===== src/rtl/tick_edge_monitor.sv =====
// Synchronizes one divided clock into clk, emits rise/fall strobes and checks
// every half period against EXP_HALF +/- TOL, with lock tracking and error count.
module tick_edge_monitor #(
  parameter int SYNC_STAGES = 2,
  parameter int EXP_HALF    = 25000,
  parameter int TOL         = 16,
  parameter int LOCK_COUNT  = 4,
  parameter int CNT_W       = 26
) (
  input  logic             clk,
  input  logic             rst,
  input  logic             tick_in,
  input  logic             enable,
  input  logic             clr_err,
  output logic             rise_pulse,
  output logic             fall_pulse,
  output logic [CNT_W-1:0] half_period,
  output logic             period_valid,
  output logic             too_fast,
  output logic             too_slow,
  output logic             locked,
  output logic [7:0]       err_count
);

  localparam int GOOD_W = $clog2(LOCK_COUNT + 1);
  localparam logic [CNT_W-1:0]  LO_LIM  = CNT_W'(EXP_HALF - TOL);
  localparam logic [CNT_W-1:0]  HI_LIM  = CNT_W'(EXP_HALF + TOL);
  localparam logic [CNT_W-1:0]  SAT_LIM = CNT_W'(EXP_HALF + TOL + 1);
  localparam logic [GOOD_W-1:0] GOOD_LOCK = GOOD_W'(LOCK_COUNT);

  typedef enum logic [1:0] {IDLE, ARM, MEASURE, LOCKED} state_t;

  function automatic logic [CNT_W-1:0] cnt_inc(input logic [CNT_W-1:0] c);
    return (c >= SAT_LIM) ? SAT_LIM : c + CNT_W'(1);
  endfunction

  function automatic logic [7:0] err_inc(input logic [7:0] e);
    return (e == 8'hFF) ? 8'hFF : e + 8'd1;
  endfunction

  logic [SYNC_STAGES-1:0] sync_q;
  logic                   s_d_q;
  state_t                 state_q;
  logic [CNT_W-1:0]       cnt_q;
  logic [CNT_W-1:0]       half_q;
  logic [GOOD_W-1:0]      good_q;
  logic                   rise_q, fall_q, pv_q, fast_q, slow_q, locked_q;
  logic [7:0]             err_q, err_d;

  logic s, tog, is_fast, is_slow, measuring, err_ev;

  // Synchronizer stage: the chain and previous-sample flop always run.
  always_ff @(posedge clk) begin
    if (rst) begin
      sync_q <= '0;
      s_d_q  <= 1'b0;
    end else begin
      sync_q <= {sync_q[SYNC_STAGES-2:0], tick_in};
      s_d_q  <= s;
    end
  end

  always_comb begin
    s         = sync_q[SYNC_STAGES-1];
    tog       = s ^ s_d_q;
    is_fast   = cnt_q < LO_LIM;
    is_slow   = cnt_q > HI_LIM;
    measuring = (state_q == MEASURE) || (state_q == LOCKED);
    // An edge wins over a timeout landing in the same cycle.
    err_ev    = enable && measuring &&
                (tog ? (is_fast || is_slow) : (cnt_q == SAT_LIM));
    err_d     = err_q;
    if (clr_err)     err_d = err_ev ? 8'd1 : 8'd0;
    else if (err_ev) err_d = err_inc(err_q);
  end

  // Measurement / lock stage: all outputs registered here.
  always_ff @(posedge clk) begin
    if (rst) begin
      state_q  <= IDLE;
      cnt_q    <= '0;
      half_q   <= '0;
      good_q   <= '0;
      rise_q   <= 1'b0;
      fall_q   <= 1'b0;
      pv_q     <= 1'b0;
      fast_q   <= 1'b0;
      slow_q   <= 1'b0;
      locked_q <= 1'b0;
      err_q    <= 8'd0;
    end else begin
      rise_q <= 1'b0;
      fall_q <= 1'b0;
      pv_q   <= 1'b0;
      fast_q <= 1'b0;
      slow_q <= 1'b0;
      err_q  <= err_d;
      if (!enable) begin
        state_q  <= IDLE;
        cnt_q    <= '0;
        good_q   <= '0;
        locked_q <= 1'b0;
      end else begin
        case (state_q)
          IDLE: begin
            state_q  <= ARM;
            cnt_q    <= '0;
            good_q   <= '0;
            locked_q <= 1'b0;
          end
          ARM: begin
            rise_q <= s & ~s_d_q;
            fall_q <= ~s & s_d_q;
            if (tog) begin
              cnt_q   <= CNT_W'(1);
              state_q <= MEASURE;
            end else begin
              cnt_q <= cnt_inc(cnt_q);
            end
          end
          MEASURE, LOCKED: begin
            rise_q <= s & ~s_d_q;
            fall_q <= ~s & s_d_q;
            if (tog) begin
              cnt_q  <= CNT_W'(1);
              half_q <= cnt_q;
              pv_q   <= 1'b1;
              if (is_fast || is_slow) begin
                fast_q   <= is_fast;
                slow_q   <= is_slow;
                good_q   <= '0;
                locked_q <= 1'b0;
                state_q  <= MEASURE;
              end else if (good_q >= GOOD_LOCK - GOOD_W'(1)) begin
                good_q   <= GOOD_LOCK;
                locked_q <= 1'b1;
                state_q  <= LOCKED;
              end else begin
                good_q <= good_q + GOOD_W'(1);
              end
            end else if (cnt_q == SAT_LIM) begin
              // Missing toggle: report once, then rearm for a fresh first edge.
              slow_q   <= 1'b1;
              good_q   <= '0;
              locked_q <= 1'b0;
              state_q  <= ARM;
            end else begin
              cnt_q <= cnt_inc(cnt_q);
            end
          end
          default: state_q <= IDLE;
        endcase
      end
    end
  end

  assign rise_pulse   = rise_q;
  assign fall_pulse   = fall_q;
  assign half_period  = half_q;
  assign period_valid = pv_q;
  assign too_fast     = fast_q;
  assign too_slow     = slow_q;
  assign locked       = locked_q;
  assign err_count    = err_q;

endmodule


===== config.mk =====
export PLATFORM = sky130hd
export DESIGN_NAME = tick_edge_monitor
export DESIGN_NICKNAME = d
export VERILOG_FILES = /design/src/rtl/tick_edge_monitor.sv
export SDC_FILE = /design/constraint.sdc
export NUM_CORES = 1
export LEC_CHECK = 0
export ABC_AREA = 1
export BUFFER_PORTS_ARGS = -buffer_cell sky130_fd_sc_hd__buf_2
export CAP_MARGIN = 20
export CORE_ASPECT_RATIO = 1.1
export CORE_MARGIN = 5
export CORE_UTILIZATION = 51
export DETAILED_ROUTE_END_ITERATION = 8
export PLACE_DENSITY = 0.75
export SLEW_MARGIN = 15
export SYNTH_ARGS = -nofsm -noshare
export SYNTH_HDL_FRONTEND = slang
export SYNTH_SLANG_ARGS = --single-unit

===== constraint.sdc =====
create_clock -name clk -period 1.78 [get_ports clk]
set_input_delay 0.267 -clock clk [delete_from_list [all_inputs] [get_ports clk]]
set_output_delay 0.267 -clock clk [all_outputs]
set_load 0.01 [all_outputs]

==> impl_metrics.toml, run 1 <==
[status]
status = "finished clean"

[layout]
final_nets = 530
nFillCells = 541
diodes = 0
area_delta_synth_final_pct = 21.9
final_area_mm2 = 0.00410
drive_above_1_share = 0.262

[placed_design]
port_buffers = 44
placed_cell_area_mm2 = 0.00380
gp_congestion = 0.929
place_hpwl_um = 5660
place_ws_ns = 0.0282

[synth]
ys_warn_count = 0
ys.flop_type = "dfxtp_1"
synth_edf_count = 0
syn_avg_cell_area_um2 = 7.54
synth_top_cells_by_area = "dfxtp_1 44%, nor2_1 9.0%, nand2_1 6.7%"
synth.cell_area_mm2 = 0.00336
ys_types = 35
yosys.area.top_type = "dfxtp_1"
ys_seq_elements = 74
synth-seq-area-share = 0.441
synth-async-reset-ratio = 0
synth_top_area_share = 0.441
synthCells = 446

[critical_path]
crit_slowest_cell = "dfxtp_1"
startpoint_type = "flip-flop"
crit_type = "reg2reg"
worst_setup_path_end_kind = "flip-flop"
path_max_fanout = 8
arrival_ns = 1.97
r2r_end = "cnt_q[1]"
r2r_slack_ns = 0.06
crit_required_ns = 2.03
worst_path_most_repeated_cell = "nand2_2"
path_cells = "nor2_1 -> nand2_2 -> nor2_4 -> nand4_1 -> o21a_2 -> nand2_4 -> inv_2 -> nand2_1 -> nand2_2 -> and2_1"
startpoint = "cnt_q[24]"
critPathMaxStageDelay_ns = 0.32
crit_end = "cnt_q[1]"
reg2reg_from = "cnt_q[24]"
ff2ff_path_depth = 10

[timing]
rsz0062_at_grt = "true"
max_freq_mhz = 581
setup_viol = 0
fin_hold_ws_ns = 0.114
fin_crit_ns = 1.72
post-route-period-util = 0.967
worst_slack_ns = 0.0584
drv_slew = 0
hold_viol = 0
fin_worst_skew_ns = 0.0111
tns_ns = 0

[cts]
numCtsBuffers = 9
cts_tree = "yes"
htreeDepth = 3
cts.sinks = 74
cts_root_buf = "clkbuf_8"
clk_pin_slew_ns = 0.09
clk_latency_ns = 0.35
cts_max_path_buffers = 2

[global_route]
grt_first_pass_wirelength_um = 12900
antenna_found_initial = 0
grt_pass1_vias = 2906
grt_overflow = 0
grtUsageTotal = 0.197
grt_max_degree = 41

[drt]
dr.pass1.iters = 5
postRouteWirelength_um = 7850
wl_per_cell_um = 13.0
drc = 0
vias = 3055
routed_via_density = 5.06
drt-initial-drc-count = 187
drtAntennaViolNets = 0

[floorplan]
initial_core_util = 0.516
die_w_um = 87.4
die_y_um = 95.2
rows = 31
core_mm2 = 0.00652
dieArea_mm2 = 0.00832
ios = 45

[worst_hold_path]
hold_class = "in2reg"

[power]
p_comb_frac = 0.060
p_per_area_mw_per_mm2 = 801
p_int_mw = 2.43
seq_power_share = 0.523
p_clk_frac = 0.418
finalPower_mw = 3.28
switchingPower_uw = 849
vdd_ir_drop_max_uv = 578
sw_frac_of_total = 0.259
p_leak_nw = 1.88

[job]
maxCapViolations = 0
## worst max-delay path, delay by kind of cell (launching register included)
kind | cells | cell delay, ns
buffers and inverters | 1 | 0.04
AOI/OAI and AO/OA | 1 | 0.29
and+or+nand+nor | 8 | 0.97
DFF | 1 | 0.32
## flip-flops by register name (all words and copies together) (netlist names)
name / cells
good_q: 3
fall_pulse: 1
too_slow: 1
too_fast: 1
err_count: 8
cnt_q: 26
s_d_q: 1
half_period: 26
locked: 1
state_q: 2
sync_q: 2
period_valid: 1
rise_pulse: 1
## layer usage
layer / global-route usage / vias to the layer above / routed length (um) / share of wire
met5: 0 / - / 0 / 0
met4: 0.0831 / 0 / 131 / 0.017
met3: 0.0449 / 14 / 389 / 0.050
met2: 0.335 / 95 / 3890 / 0.50
met1: 0.236 / 1379 / 3440 / 0.44
li1: - / 1567 / - / -
## worst min path at each step
stage	start	to	slack, ns	depth (start not counted)
after floorplan	rst	err_count[5]	0.34	1
after global placement	sync_q[0]	sync_q[1]	0.40	2
after detailed placement	sync_q[0]	sync_q[1]	0.40	2
after CTS	tick_in	sync_q[0]	0.09	3
after global routing	tick_in	sync_q[0]	0.14	3
final	tick_in	sync_q[0]	0.11	3
## power groups by stage
| stage | logic (mW) | clock network (mW) | registers [mW] |
|---|---|---|---|
| 3_5_place_dp | 0.184 | 0 | 1.75 |
| 3_3_place_gp | 0.181 | 0 | 1.75 |
| 2_1_floorplan | 0.120 | 0 | 1.75 |
| 6_report | 0.196 | 1.37 | 1.71 |
| 5_1_grt | 0.220 | 1.48 | 1.72 |
| 4_1_cts | 0.187 | 1.40 | 1.71 |
## cell families after synthesis
group / after synthesis / share of synthesized area
buffers and inverters: 62 / 0.0700
and+or+nand+nor: 215 / 0.306
adders and majority gates: 8 / 0.0298
AOI/OAI and AO/OA: 74 / 0.122
other: 1 / 0.00112
DFF: 74 / 0.441
xor gates and xnor gates: 12 / 0.0313
## cells in the final DEF (no fill, tap or decap), types with 5 or more instances in the layout
cell,synthesis,routed
xnor2_1,5,5
nand3_1,26,26
xor2_1,7,7
inv_2,3,5
nor2_1,81,73
buf_4,0,15
o21ai_1,7,8
buf_2,2,44
nand4_1,7,7
nand2_1,60,54
conb_1,1,11
nor2_2,4,10
nor3_1,12,10
a21oi_1,22,21
clkbuf_8,0,9
nand2_2,8,13
nor2_4,4,6
dfxtp_1,74,66
o21ai_0,35,34
inv_1,49,47
ha_1,8,7
dfxtp_2,0,8
## Yosys cell counts (2+ instances only)
cell,number
nand2_1,60
o21ai_2,2
nor2_1,81
inv_1,49
nor2_4,4
a21boi_1,3
a21oi_1,22
o21ai_1,7
nor3_1,12
o21ai_0,35
nand4_1,7
nand2_8,2
nor3_2,2
buf_2,2
dfxtp_1,74
nand3_1,26
nand2_4,3
nor2_2,4
nand3_2,3
ha_1,8
nand2_2,8
inv_2,3
clkbuf_1,7
xnor2_1,5
xor2_1,7
## final cells by class
class | instances | area (um2) | area share
sequential | 74 | 1490 | 0.364
clock buffer | 9 | 124 | 0.0302
clock inverter | 7 | 82.6 | 0.0202
tap | 82 | 103 | 0.0250
timing repair buffer | 60 | 353 | 0.0861
inverter | 52 | 195 | 0.0476
multi-input combinational | 320 | 1750 | 0.427
## what timing repair did
action / CTS / global route
gates resized for setup: 0 / 32
hold endpoints to repair: 0 / 0
setup endpoints to repair: 0 / 33
hold buffers: 0 / 0
buffers inserted: 0 / 2
## metrics by stage
step | util | cells
floorplan | - | 456
global placement | 0.583 | 586
detailed placement | 0.583 | 586
CTS | 0.615 | 602
global route | 0.629 | 604
finish | 0.629 | 604
Power figures use the tool's default switching activity.
==> run 2, diff against run 1 <==
- CORE_UTILIZATION: 51 -> 30
- PLACE_DENSITY: 0.75 -> not set
==> run 2 against run 1 <==
  * First-iteration DRC count is 32% lower
  * Setup slack worse by 0.0071 ns
  * Clock power increased by 28%
  * Highest routed layer unchanged
  * Largest cell class unchanged
  * Wire length increased by 3.8%
==> impl_metrics.toml, run 2 (synthesized netlist as in run 1, its figures left out) <==
[status]
status = "finished clean"

[timing]
fin_crit_ns = 1.73
drv_slew = 0
tns_ns = 0
setup_viol = 0
fin_worst_skew_ns = 0.00886
post-route-period-util = 0.971
hold_viol = 0
worst_slack_ns = 0.0513
rsz0062_at_grt = "true"
max_freq_mhz = 578
fin_hold_ws_ns = 0.150

[placed_design]
post-place-cells = 653
port_buffers = 44
gp_congestion = 0.867
place_ws_ns = -0.0231
place_hpwl_um = 6080

[layout]
final_cell_count_no_fill = 672
final_util = 0.394
area_delta_synth_final_pct = 28.4
final_cell_mix = "75 x nor2_1, 69 x dfxtp_1, 49 x nand2_1"
drive_above_1_share = 0.276
final_nets = 533
diodes = 0
final_common_cell = "nor2_1"

[critical_path]
path_max_fanout = 7
crit_type = "reg2reg"
r2r_end = "cnt_q[8]"
r2r_slack_ns = 0.05
reg2reg_from = "cnt_q[23]"
startpoint_type = "flip-flop"
ff2ff_path_depth = 8
worst_setup_path_end_kind = "flip-flop"
startpoint = "cnt_q[23]"
crit_required_ns = 1.99
arrival_ns = 1.94
crit_end = "cnt_q[8]"

[cts]
cts_root_buf = "clkbuf_16"
cts_max_path_buffers = 2
cts_tree = "yes"
htreeDepth = 3
cts.sinks = 74
clk_pin_slew_ns = 0.06
cts_hold_buf = 0
numCtsBuffers = 9
clk_latency_ns = 0.33

[floorplan]
die_w_um = 111
rows = 40
die_y_um = 121
dieArea_mm2 = 0.0134
ios = 45
core_mm2 = 0.0110
initial_core_util = 0.307

[global_route]
grt_overflow = 0
grt_pass1_vias = 2899
grt_first_pass_wirelength_um = 13700
antenna_found_initial = 0
grtUsageTotal = 0.123
grt_max_degree = 41

[drt]
wl_per_cell_um = 12.1
postRouteWirelength_um = 8150
drc = 0
routed_via_density = 4.49
vias = 3020
drtAntennaViolNets = 0
drt-initial-drc-count = 128
dr.pass1.iters = 4

[job]
maxCapViolations = 0

[worst_hold_path]
hold_class = "in2reg"

[power]
vdd_ir_drop_max_uv = 578
p_leak_nw = 1.94
p_per_area_mw_per_mm2 = 849
run 2: cell count changes in the layout (fill, tap and decap cells not counted), moves of 3 or more:
cell       change
buf_4          +3
dfxtp_1        +3
clkbuf_8       -9
inv_6          -3
clkbuf_16      +9
inv_1          -3
dfxtp_2        -5
nor2_2         -3
inv_2          +3
nand2_1        -5
nand2_2        +5
run 2: metrics by stage:
| step | cell area (um2) | power [mW] |
|---|---|---|
| floorplan | 3400 | 1.87 |
| global placement | 3900 | 1.94 |
| detailed placement | 3900 | 1.94 |
| CTS | 4190 | 3.70 |
| global route | 4320 | 3.83 |
| finish | 4320 | 3.66 |
run 2: per-layer routing:
metal,GRT usage,share of wire
met3,0.0324,0.043
met2,0.212,0.48
met1,0.152,0.46
met4,0.0362,0.011
met5,0,0
run 2: worst min path at each step:
stage | slack [ns] | start | to | depth (start not counted)
2_1_floorplan | 0.34 | rst | err_count[5] | 1
3_3_place_gp | 0.40 | sync_q[0] | sync_q[1] | 2
3_5_place_dp | 0.41 | sync_q[0] | sync_q[1] | 2
4_1_cts | 0.14 | tick_in | sync_q[0] | 3
5_1_grt | 0.16 | tick_in | sync_q[0] | 3
6_report | 0.15 | tick_in | sync_q[0] | 3
run 2: final cells by class:
cell class | count | area [um2]
multi-input cells | 320 | 1780
clock inverters | 5 | 55.1
well taps | 147 | 184
inverters | 52 | 195
flip-flops and latches | 74 | 1490
clock buffers | 11 | 233
fillers | 1150 | 6640
repair buffers | 63 | 375
run 2: what timing repair did:
action | in CTS | in global routing
setup endpoints to repair | 1 | 37
pin swaps | 0 | 15
resized for setup | 1 | 43
buffers inserted | 0 | 3
run 2: where the power goes:
group	internal (mW)	switching (mW)	total [mW]
combinational	0.0730	0.132	0.205
sequential	1.69	0.0231	1.71
clock	1.08	0.667	1.75
run 2: worst max-delay path: stages (launching register included):
cell     delay, ns
dfxtp_1       0.31
nor2_1        0.12
nand2_2       0.09
nor2_4        0.16
nand4_1       0.19
o21a_2        0.28
nand2_4       0.10
o21ai_0       0.09
nor3_1        0.27
